`config.mk`:
```
export PLATFORM = sky130hd
export DESIGN_NAME = muldiv_unit
export DESIGN_NICKNAME = d
export VERILOG_FILES = /design/src/rtl/muldiv_unit.sv
export SDC_FILE = /design/constraint.sdc
export NUM_CORES = 2
export LEC_CHECK = 0
export ABC_AREA = 1
export ABC_CLOCK_PERIOD_IN_PS = 15900
export BUFFER_PORTS_ARGS = -buffer_cell sky130_fd_sc_hd__buf_4
export CAP_MARGIN = 20
export CELL_PAD_IN_SITES_DETAIL_PLACEMENT = 0
export CELL_PAD_IN_SITES_GLOBAL_PLACEMENT = 1
export CORE_ASPECT_RATIO = 1.1
export CORE_MARGIN = 3
export CORE_UTILIZATION = 53
export DETAILED_ROUTE_END_ITERATION = 16
export PLACE_DENSITY_LB_ADDON = 0.12
export SYNTH_ARGS = -nofsm -noshare
export SYNTH_HDL_FRONTEND = slang
export SYNTH_SLANG_ARGS = --single-unit
```
`constraint.sdc`:
```
create_clock -name clk -period 15.9 [get_ports clk]
set_clock_uncertainty 0.15 [all_clocks]
set_input_delay 3.18 -clock clk [delete_from_list [all_inputs] [get_ports clk]]
set_output_delay 3.18 -clock clk [all_outputs]
set_load 0.005 [all_outputs]
```
`src/rtl/muldiv_unit.sv`:
```
// Multi-cycle MIPS MULT/MULTU/DIV/DIVU engine. Writes the HI/LO registers through
// {valid, data} requests that are valid only during the single DONE cycle.
module muldiv_unit #(
  parameter int MUL_LATENCY = 3,
  parameter int DIV_ITERS   = 32
) (
  input  logic        clk,
  input  logic        resetn,
  input  logic        start,
  input  logic [1:0]  op,
  input  logic [31:0] a,
  input  logic [31:0] b,
  input  logic        flush,
  output logic        ready,
  output logic        busy,
  output logic        done,
  output logic [32:0] hi_req,
  output logic [32:0] lo_req
);

  typedef enum logic [2:0] {S_IDLE, S_MUL, S_DIV, S_FIX, S_DONE} state_e;
  localparam int CW = 6;

  state_e      state_q, state_d;
  logic [CW-1:0] cnt_q, cnt_d;
  logic [1:0]  op_q, op_d;
  logic [31:0] a_q, a_d, b_q, b_d;
  logic [31:0] rem_q, rem_d, quo_q, quo_d, dvs_q, dvs_d;
  logic [31:0] hi_q, hi_d, lo_q, lo_d;
  logic        qneg_q, qneg_d, rneg_q, rneg_d;

  logic        accept, signed_op, sa, sb, vld;
  logic [63:0] ma, mb, prod;
  logic [32:0] rem_sh, trial;

  assign accept    = (state_q == S_IDLE) && start && !flush;
  assign signed_op = ~op_q[0];
  assign sa        = signed_op & a_q[31];
  assign sb        = signed_op & b_q[31];

  // Sign-extending to 64 bits lets one unsigned multiplier serve both MULT and MULTU.
  assign ma   = {{32{sa}}, a_q};
  assign mb   = {{32{sb}}, b_q};
  assign prod = ma * mb;

  assign rem_sh = {rem_q, quo_q[31]};
  assign trial  = rem_sh - {1'b0, dvs_q};

  always_ff @(posedge clk) begin
    if (!resetn) begin
      state_q <= S_IDLE;
      cnt_q   <= '0;
      op_q    <= '0;
      a_q     <= '0;
      b_q     <= '0;
      rem_q   <= '0;
      quo_q   <= '0;
      dvs_q   <= '0;
      hi_q    <= '0;
      lo_q    <= '0;
      qneg_q  <= 1'b0;
      rneg_q  <= 1'b0;
    end else begin
      state_q <= state_d;
      cnt_q   <= cnt_d;
      op_q    <= op_d;
      a_q     <= a_d;
      b_q     <= b_d;
      rem_q   <= rem_d;
      quo_q   <= quo_d;
      dvs_q   <= dvs_d;
      hi_q    <= hi_d;
      lo_q    <= lo_d;
      qneg_q  <= qneg_d;
      rneg_q  <= rneg_d;
    end
  end

  always_comb begin
    state_d = state_q;
    if (flush) begin
      state_d = S_IDLE;
    end else begin
      case (state_q)
        S_IDLE: if (start) state_d = op[1] ? S_DIV : S_MUL;
        S_MUL:  if (cnt_q == CW'(MUL_LATENCY - 1)) state_d = S_DONE;
        S_DIV:  if (cnt_q == CW'(DIV_ITERS)) state_d = S_FIX;
        S_FIX:  state_d = S_DONE;
        S_DONE: state_d = S_IDLE;
        default: state_d = S_IDLE;
      endcase
    end
  end

  always_comb begin
    cnt_d  = cnt_q;
    op_d   = op_q;
    a_d    = a_q;
    b_d    = b_q;
    rem_d  = rem_q;
    quo_d  = quo_q;
    dvs_d  = dvs_q;
    hi_d   = hi_q;
    lo_d   = lo_q;
    qneg_d = qneg_q;
    rneg_d = rneg_q;
    case (state_q)
      S_IDLE: begin
        if (accept) begin
          op_d  = op;
          a_d   = a;
          b_d   = b;
          cnt_d = '0;
        end
      end
      S_MUL: begin
        cnt_d = cnt_q + CW'(1);
        if (cnt_q == CW'(MUL_LATENCY - 1)) begin
          hi_d = prod[63:32];
          lo_d = prod[31:0];
        end
      end
      S_DIV: begin
        cnt_d = cnt_q + CW'(1);
        // Count 0 is the magnitude setup; counts 1..DIV_ITERS are restoring steps.
        if (cnt_q == '0) begin
          rem_d  = '0;
          quo_d  = sa ? (~a_q + 32'd1) : a_q;
          dvs_d  = sb ? (~b_q + 32'd1) : b_q;
          qneg_d = sa ^ sb;
          rneg_d = sa;
        end else if (!trial[32]) begin
          rem_d = trial[31:0];
          quo_d = {quo_q[30:0], 1'b1};
        end else begin
          rem_d = rem_sh[31:0];
          quo_d = {quo_q[30:0], 1'b0};
        end
      end
      S_FIX: begin
        if (b_q == '0) begin
          hi_d = a_q;
          lo_d = 32'hFFFF_FFFF;
        end else begin
          hi_d = rneg_q ? (~rem_q + 32'd1) : rem_q;
          lo_d = qneg_q ? (~quo_q + 32'd1) : quo_q;
        end
      end
      default: ;
    endcase
  end

  always_comb begin
    ready  = (state_q == S_IDLE);
    busy   = (state_q != S_IDLE);
    done   = (state_q == S_DONE);
    vld    = done && !flush;
    hi_req = {vld, hi_q};
    lo_req = {vld, lo_q};
  end

endmodule

```
==> metrics list <==
- The flow ran to the end, and the final reports show no timing, DRC or antenna violations.
- Type of the worst min-delay path: reg -> reg
* Depth of the most critical reg-to-reg path: 27
* Global-route total usage across every layer: 0.375
* Clock H-tree levels: 1
- Synthesis produced a netlist with a net count of 9,019.
* Sort of element at the end of the critical path: flop
* Total of buffers placed on input and output ports: 138
- Post-synthesis cell type count: 52
- Maximum root-to-sink buffer count: 3
* Number of global-route vias before repair: 50.0k
* Most used flip-flop cell after synthesis: sky130_fd_sc_hd__dfxtp_1
- The Yosys step of the flow raised 0 warnings.
* First-iteration detailed-routing DRC count: 4,503
* Number of max-capacitance violations reported: 0
- EDFF count, synth: 0
* Switching portion of total power: 0.577
* Vertical die dimension: 346 µm
- Post-DP HPWL: 159,000 µm
- First-pass iteration count of the detailed router: 8
- In the synthesized netlist the async set-or-reset flop fraction comes to 0.
- In this run the critical register-to-register path is captured at hi_q[21].
- Along the worst path, the maximum fanout reaches 36.
- Number of buffers added by the clock tree synthesis step: 29
* Synthesized cell area: 55,600 µm²
- Worst Hold Endpoint: dvs_q[31]
- Routability-driven placement congestion ratio: 1.02
- The routed layout has 49.0k vias.
- Data required, critical path: 16,290 ps
- In this run, post-CTS repair resized a total of 0 instances.
- Area share of the largest cell type after synthesis: 0.405
- For this run, the post-layout net count is 8,895.
- Setup violations remaining at the end of the flow were counted as 0.
* Leakage component of the power: 31.9 nW
- Achievable frequency: 0.113 GHz
- Crit-path slowest cell: sky130_fd_sc_hd__fa_1
- Maximum number of pins on one net before global-route repair: 86
- Counting I/O delays and the setup requirement, the final critical path takes 8830 ps.
* Sequential share of the synthesized area: 0.0849
- Leading cell type by number of instances after synthesis: sky130_fd_sc_hd__nand2_1
- Summed over all nets, the switching power comes to 0.00292 W.
- The cell that appears most often on the critical path is sky130_fd_sc_hd__fa_1.
- Measured against its own limit, the worst slew margin works out to 0.238.
- Post-placement worst setup slack: 7110 ps
* Wire length per cell: 22.7 µm
- Largest delay share family, worst path: adder cells
- Final routed DRC violation total: 0
- Clk Tree Root Cell: sky130_fd_sc_hd__clkbuf_16
- TritonCTS built the clock tree.
- Critical path class: reg -> reg
* # Post-CTS Setup Buffers: 0
* Critical path buffers and inverters: 7
* Crit path arrival time: 9210 ps
- Internal power comes to 0.00214 W.
- In the final layout, the share of cells above drive strength 1 is 0.0537.
- The worst hold path was traced through 2 stages.
- Power spread over the standard cell area amounts to 86.5 nW/µm².
- The later pin in the worst-skew pair is clocked with a latency of 650 ps.
* Fin crit share: 0.555
- Instance count of the mapped netlist: 7,572
* Transition time at the pin with the least slew margin: 1130 ps
- Maximum VDD drop: 0.000132 V
* Biggest area contributors in the synthesized netlist: sky130_fd_sc_hd__fa_1 (41%), sky130_fd_sc_hd__nand2_1 (13%), sky130_fd_sc_hd__inv_1 (13%), sky130_fd_sc_hd__dfxtp_1 (8.5%), sky130_fd_sc_hd__ha_1 (5.6%)
- Sequential share of power: 0.127
- Pins Over Slew Limit: 0
* Std cell rows: 124
- At the end of the flow the core is filled with cells to 0.562.
- Worst reg2reg setup slack: 7070 ps
- Sort of element at the start of the critical path: flop
- Setup total negative slack on the finished layout was measured at 0 ps.
* Wire length of the first global-routing pass: 308,000 µm
* Number of I/O pins: 139
- Clock-pin slew was measured on the worst setup and hold paths at 70 ps.
- The initial antenna violation count was 8.
* ANT nets after route: 0
- Worst path setup slack after routing: 7070 ps
* Most instantiated cells after synthesis: sky130_fd_sc_hd__nand2_1 (1,910), sky130_fd_sc_hd__inv_1 (1,886), sky130_fd_sc_hd__fa_1 (1,126), sky130_fd_sc_hd__nor2_1 (436), sky130_fd_sc_hd__a21oi_1 (351)
- Peak per-stage delay on the critical path: 870 ps
* Unrepaired setup endpoints after global routing: no
- In the routed layout, each cell is associated on average with a via count of 5.53.
- Hold buffer count at cts: 0
* Cell type with the largest total area after synthesis: sky130_fd_sc_hd__fa_1
- Worst hold path startpoint: dvs_q[31]
- The die covers 109,000 µm².
- Clk sink count: 236
* Initial cell density of the core: 0.535
* Instance area after placement: 57,500 µm²
- Combinational power share: 0.732
- Core region area: 104,000 µm²
* Design Area, Final: 58,400 µm²
- Mean area per synthesized cell: 7.35 µm²
* Final Hold Violating Endpoints: 0
- For this block, the routed nets add up to 201,000 µm of wire.
* Area grow syn2layout: 5.06%
* Die X: 315 µm
- For this run the aggregate overflow at the end of global routing stands at 0.
- Startpoint of the most critical register-to-register path: b_q[6]
- Share of total power in the clock network: 0.141
- The number of antenna diodes in the final layout is 0.
* Post-synthesis sequential element count: 236
## worst min-delay path, cell delays in order (launching register included)
cell and delay, ps:
sky130_fd_sc_hd__dfxtp_1 310, sky130_fd_sc_hd__nand2_1 60, sky130_fd_sc_hd__a21oi_1 50
## metrics by stage
| step | cells | total power [W] | hold WS [ps] |
|---|---|---|---|
| floorplan | 7572 | 0.00293 | 290 |
| global placement | 8802 | 0.00430 | 307 |
| detailed placement | 8802 | 0.00431 | 311 |
| CTS | 8855 | 0.00504 | 320 |
| global route | 8856 | 0.00542 | 352 |
| finish | 8856 | 0.00506 | 317 |
## cell families after synthesis
kind of cell	after synthesis	synth area share
buffers and inverters	2298	0.159
AOI/OAI and AO/OA	779	0.0749
and+or+nand+nor	2785	0.204
adders and majority gates	1377	0.462
xor gates and xnor gates	97	0.0153
DFF	236	0.0849
## power by group through the flow
stage,Clock [W],Sequential [W],Combinational [W]
2_1_floorplan,0,0.000635,0.00229
3_3_place_gp,0,0.000653,0.00365
3_5_place_dp,0,0.000654,0.00366
4_1_cts,0.000715,0.000640,0.00368
5_1_grt,0.000736,0.000643,0.00404
6_report,0.000712,0.000641,0.00370
## layout by cell type, fill, tap and decap left out, types with 221 or more instances in the layout
| cell type | instances |
|---|---|
| sky130_fd_sc_hd__fa_1 | 1126 |
| sky130_fd_sc_hd__dfxtp_1 | 221 |
| sky130_fd_sc_hd__nand3_1 | 270 |
| sky130_fd_sc_hd__ha_1 | 251 |
| sky130_fd_sc_hd__buf_4 | 225 |
| sky130_fd_sc_hd__o21ai_0 | 277 |
| sky130_fd_sc_hd__nand2_1 | 1909 |
| sky130_fd_sc_hd__inv_1 | 1885 |
| sky130_fd_sc_hd__a21oi_1 | 351 |
| sky130_fd_sc_hd__nor2_1 | 436 |
## worst max-delay path by stage
stage | cells past startpoint | slack [ps] | startpoint | to
after floorplan | 30 | 8550 | a_q[31] | hi_q[20]
after global placement | 27 | 7140 | b_q[6] | hi_q[21]
after detailed placement | 26 | 7110 | b_q[6] | hi_q[18]
after CTS | 26 | 7080 | b_q[6] | hi_q[18]
after global routing | 26 | 6530 | b_q[6] | hi_q[25]
final | 27 | 7070 | b_q[6] | hi_q[21]
## sequential cells by signal, summed over array words and instances (netlist names)
register and count:
state_q 3, b_q 32, op_q 1, rneg_q 1
hi_q 32, cnt_q 6, lo_q 32, dvs_q 32
quo_q 32, rem_q 32, qneg_q 1, a_q 32
## layout make-up
type	count	area, µm²
clock buffer	36	782
tap	1386	1730
sequential	236	4740
fill	10200	45500
inverter	1917	7210
multi-input combinational	5038	42100
timing repair buffer	226	1700
clock inverter	17	173
## per-layer routing
| metal | track usage | wire [µm] | up-vias |
|---|---|---|---|
| met5 | 0 | 21 | - |
| met4 | 0.155 | 10600 | 4 |
| met3 | 0.0640 | 17200 | 448 |
| met2 | 0.602 | 93200 | 2136 |
| met1 | 0.504 | 80200 | 24500 |
| li1 | - | - | 21900 |
Power figures use the tool's default switching activity.
